### src/rtl/mmio_router.sv
// Memory-mapped router between the core data port and NUM_SLAVES peripherals.
// One outstanding request; timeout produces an error response and bumps a counter.
module mmio_router #(
  parameter int unsigned NUM_SLAVES = 4,
  parameter int unsigned ADDR_WIDTH = 32,
  parameter int unsigned DATA_WIDTH = 32,
  parameter int unsigned SEL_MSB = 31,
  parameter int unsigned SEL_LSB = 28,
  parameter logic [NUM_SLAVES*(SEL_MSB-SEL_LSB+1)-1:0] SLAVE_LIMITS = {4'h8, 4'h3, 4'h2, 4'h0},
  parameter int unsigned TIMEOUT = 16
) (
  input  logic                             clk,
  input  logic                             reset,
  input  logic                             m_en_i,
  input  logic [DATA_WIDTH/8-1:0]          m_we_i,
  input  logic [ADDR_WIDTH-1:0]            m_addr_i,
  input  logic [DATA_WIDTH-1:0]            m_data_i,
  output logic                             m_gnt_o,
  output logic                             m_ready_o,
  output logic                             m_err_o,
  output logic [DATA_WIDTH-1:0]            m_data_o,
  output logic [NUM_SLAVES-1:0]            s_en_o,
  output logic [DATA_WIDTH/8-1:0]          s_we_o,
  output logic [ADDR_WIDTH-1:0]            s_addr_o,
  output logic [DATA_WIDTH-1:0]            s_data_o,
  input  logic [NUM_SLAVES*DATA_WIDTH-1:0] s_data_i,
  input  logic [NUM_SLAVES-1:0]            s_ready_i,
  output logic [15:0]                      err_count_o
);

  localparam int unsigned SW = SEL_MSB - SEL_LSB + 1;
  localparam int unsigned IW = $clog2(NUM_SLAVES);
  localparam int unsigned TW = $clog2(TIMEOUT + 1);

  typedef enum logic {IDLE, WAIT} state_t;

  state_t          state_q, state_d;
  logic [IW-1:0]   sel_q, sel_d;
  logic [TW-1:0]   timer_q, timer_d;
  logic [15:0]     err_q, err_d;
  logic [IW-1:0]   dec;
  logic [SW-1:0]   field;

  // Ascending limits: the highest slave whose limit is <= field wins; limit[0] unused.
  always_comb begin
    field = m_addr_i[SEL_MSB:SEL_LSB];
    dec   = '0;
    for (int unsigned i = 1; i < NUM_SLAVES; i++) begin
      if (field >= SLAVE_LIMITS[i*SW +: SW]) dec = IW'(i);
    end
  end

  assign s_we_o      = m_we_i;
  assign s_addr_o    = m_addr_i;
  assign s_data_o    = m_data_i;
  assign err_count_o = err_q;

  always_ff @(posedge clk or negedge reset) begin
    if (!reset) begin
      state_q <= IDLE;
      sel_q   <= '0;
      timer_q <= '0;
      err_q   <= '0;
    end else begin
      state_q <= state_d;
      sel_q   <= sel_d;
      timer_q <= timer_d;
      err_q   <= err_d;
    end
  end

  always_comb begin
    state_d   = state_q;
    sel_d     = sel_q;
    timer_d   = timer_q;
    err_d     = err_q;
    m_gnt_o   = 1'b0;
    m_ready_o = 1'b0;
    m_err_o   = 1'b0;
    m_data_o  = '0;
    s_en_o    = '0;

    unique case (state_q)
      IDLE: m_gnt_o = 1'b1;
      WAIT: begin
        if (s_ready_i[sel_q]) begin
          m_ready_o = 1'b1;
          m_data_o  = s_data_i[int'(sel_q)*DATA_WIDTH +: DATA_WIDTH];
          m_gnt_o   = 1'b1;
          state_d   = IDLE;
        end else if (timer_q == TW'(TIMEOUT - 1)) begin
          m_ready_o = 1'b1;
          m_err_o   = 1'b1;
          m_gnt_o   = 1'b1;
          state_d   = IDLE;
          if (err_q != 16'hFFFF) err_d = err_q + 16'd1;
        end else begin
          timer_d = timer_q + TW'(1);
        end
      end
      default: state_d = IDLE;
    endcase

    // Accept overrides the response-cycle return to IDLE for back-to-back requests.
    if (m_gnt_o && m_en_i) begin
      s_en_o[dec] = 1'b1;
      sel_d       = dec;
      timer_d     = '0;
      state_d     = WAIT;
    end

    if (!reset) begin
      m_gnt_o = 1'b0;
      s_en_o  = '0;
    end
  end

endmodule
### config.mk
export PLATFORM = sky130hd
export DESIGN_NAME = mmio_router
export DESIGN_NICKNAME = d
export VERILOG_FILES = /design/src/rtl/mmio_router.sv
export SDC_FILE = /design/constraint.sdc
export NUM_CORES = 1
export LEC_CHECK = 0
export CAP_MARGIN = 40
export CORE_AREA = 2 2 126 128
export DETAILED_ROUTE_END_ITERATION = 12
export DIE_AREA = 0 0 128 130
export PLACE_DENSITY = 0.67
export RECOVER_POWER = 100
export SLEW_MARGIN = 40
export SYNTH_ARGS = -nofsm -noshare
export SYNTH_HDL_FRONTEND = slang
export SYNTH_SLANG_ARGS = --single-unit
### constraint.sdc
create_clock -name clk -period 3.86 [get_ports clk]
set_input_delay 1.158 -clock clk [delete_from_list [all_inputs] [get_ports clk]]
set_output_delay 1.158 -clock clk [all_outputs]
set_load 0.005 [all_outputs]
==> summary.txt <==
Finish
  • Commonest non-fill, non-tap cell in the layout: clkdlybuf4s50_1
  • # diodes: 0
  • Layout area overhead: 63.3%
  • Layout cell share with drive strength beyond 1: between 15 and 20%
  • FILL cells: 1591
  • Fin nets: approximately 610
  • Commonest cells after routing, fill and taps aside: clkdlybuf4s50_1, and3_1, mux4_2
  • Design Area, Final: about 4600 µm²

Floorplan
  • Top Ports: ~330
  • Num rows: between 40 and 50
  • Core area: between 15000 and 20000 µm²
  • Starting density of the core: ~18%
  • Die X-Extent: between 100 and 150 µm
  • Die area: ~17000 µm²
  • Die H: around 130 µm

Timing
  • Fin. Hold Viols: 0
  • Final min period: approximately 3800 ps
  • RSZ-0062 raised after global routing: false
  • Count of final setup violators: 0
  • Slew Limit Fails: 0
  • Max-slew headroom: 40.6%
  • FMAX: ~260 MHz
  • Least-Margin Pin Slew: about 900 ps
  • Setup TNS: 0 ps
  • Max Clock Skew: approximately 3.5 ps
  • Final worst path period share: ~98%

Worst setup path
  • CP Cell Sequence: buf_2 -> mux4_2 -> clkbuf_1 -> clkbuf_1 -> buf_4 -> and3_1 -> clkdlybuf4s25_1
  • Family with the most delay on the worst path: buffers and inverters
  • Reg2Reg Depth: 7
  • CP Max Fanout: 17
  • Startpoint Class: input pin
  • Reg2reg start: sel_q[0]$_DFFE_PN0P_
  • WP data arrival: between 2000 and 3000 ps
  • R2R Path End: err_count_o[1]$_DFFE_PN0P_
  • Slowest-stage cell, CP: mux4_2
  • CP Capture Type: output port
  • Critical Path RT: approximately 2700 ps
  • Reg-to-reg slack, setup: 1360 ps
  • Max incr delay on CP: 490 ps
  • Buf/Inv on CP: 5
  • CP Class: input pin to output port
  • Critical path's most frequent cell: clkbuf_1

Route
  • Initial DRC count: 76
  • Via density: between 4 and 5
  • WL/cell: between 20 and 25 µm
  • Residual DRC: 0
  • Routed WL: 12.2 mm
  • Remaining antenna violation count after routing: 0
  • Via count: 2743
  • DRT Pass-1 Iters: 4

Logic synthesis
  • Top cells by area, synth: mux4_2, dfrtp_1, buf_4, and3_1, xnor2_1
  • Seq cells post-synth: 24
  • Syn Area/Cell: roughly 10 µm²
  • Area share of the largest cell type after synthesis: a little over a quarter
  • Sequential fraction of the synthesis area: ~22%
  • Post-synth EDFFs: 0
  • Post-Syn Area: about 2800 µm²
  • Syn. warnings: 0
  • Top FF cell, synth: dfrtp_1
  • Syn_nets: around 470
  • Syn Inst Count: roughly 270
  • Async set-reset flop share out of synthesis: 100%
  • Cell variety after synth: 41
  • Synth area leader: mux4_2

CTS
  • CTS root buf: clkbuf_16
  • Clock sink total: 24
  • Num CTS Buffers: 3
  • Clock buffer depth: 2
  • CTS tree: built
  • Clock Latency Late Sink: roughly 260 ps
  • Clock slew at reported path FFs: ~60 ps
  • Htree depth: 1

Power and ir drop
  • Pwr dens: just over 300 nW/µm²
  • Pwr Total: around 1.4 mW
  • Static Leak: 1.97 nW
  • VDD IR-drop max: roughly 0.16 mV

Place
  • Final Wtd Congestion: 0.815
  • Hpwl dp: between 10 and 15 mm
  • Port Buffers: just under 200
  • Post-DP Area: roughly 4500 µm²

GRT
  • Gr usage total: 13.7%
  • Via count of the first global-routing pass: around 2800
  • Initial antenna violation count: 1
  • GR Overflow Total: 0
  • Largest net degree at the start of global routing: 35
  • First-pass GRT wire length: around 17 mm

Hold path
  • Min-delay worst type: flop to flop
  • Hold depth: 1
  • Hold_sp: err_count_o[10]$_DFFE_PN0P_
  • Worst hold endpoint: err_count_o[10]$_DFFE_PN0P_

Outcome
  • Outcome: completed

Job
  • Max Cap Viol: 0
[metal layers]
metal,global-route usage [%],vias to the layer above,wire length (µm)
met2,24.4,177,6270
met4,4.14,2,342
met3,3.81,24,1010
met1,16.0,1337,4610
li1,-,1203,-
met5,0,-,13
[cells by family (layout without fill, tap and decap cells)]
kind of cell	Yosys count	after routing	share of synthesized area (%)
AO/OA/AOI/OAI	21	21	5.47
XOR/XNOR	14	14	4.40
flip-flops	24	24	21.5
adder cells (fa/ha/maj)	3	3	1.35
AND/OR/NAND/NOR	73	73	15.9
buffers and inverters	95	227	22.8
multiplexers	38	38	28.6
[metrics by stage]
step | worst slack [ps] | hold WS (ps) | cells | utilization, %
2_1_floorplan | 183 | 479 | 268 | -
5_1_grt | 20.7 | 525 | 592 | 29.5
3_3_place_gp | -673 | 489 | 584 | 29.2
3_5_place_dp | -664 | 488 | 584 | 29.2
4_1_cts | 0.795 | 502 | 592 | 30.1
6_report | 64.3 | 499 | 592 | 29.5
[cell type report]
class	instances	area (µm²)	area share (%)
Multi-Input combinational cell	149	1560	34.2
Timing Repair Buffer	216	2020	44.4
Tap cell	192	240	5.27
Sequential cell	24	602	13.2
Clock inverter	1	30.0	0.659
Inverter	7	26.3	0.577
Clock buffer	3	75.1	1.65
[sequential cells by signal (all words and copies together) (netlist names)]
signal,count
err_count_o,16
state_q,1
timer_q,5
sel_q,2
[worst max path at each step]
stage                             from      endpoint  cells past startpoint  slack [ps]
after floorplan           s_ready_i[3]     s_en_o[3]                      5         180
after global placement    s_ready_i[1]     s_en_o[3]                      6        -670
after detailed placement  s_ready_i[1]     s_en_o[3]                      6        -660
after CTS                 s_ready_i[3]     s_en_o[3]                      6         0.8
after global routing      s_ready_i[2]     s_en_o[2]                      6          20
final                     s_ready_i[2]  m_data_o[15]                      7          60
[repair_timing]
item	in CTS	in global routing
gates resized for setup	78	3
endpoints found under the hold margin	0	0
gates cloned	1	0
pin swaps	3	1
hold buffers	0	0
setup endpoints to repair	39	4
setup buffers	3	0
[report_power, final]
part	leakage, nW	internal, mW	switching (mW)
clock	0.0511	0.206	0.0907
combinational	1.60	0.490	0.319
sequential	0.320	0.273	0.0184
[cells in the mapped netlist (2+ instances only)]
library cell	n
o21ai_0	4
and3_1	35
mux2_2	3
xor2_1	3
ha_1	3
buf_6	2
mux4_2	33
xnor2_1	11
mux2i_1	2
nand4_1	2
clkbuf_1	13
nand2_1	7
nand3b_1	2
or2_2	2
and2_1	2
o211ai_1	4
o2111ai_1	6
buf_4	69
buf_2	4
nor4_1	3
nand3_1	4
nor3b_1	3
nor2_1	4
dfrtp_1	24
inv_1	7
No activity file was read; power rests on OpenSTA's default activity.
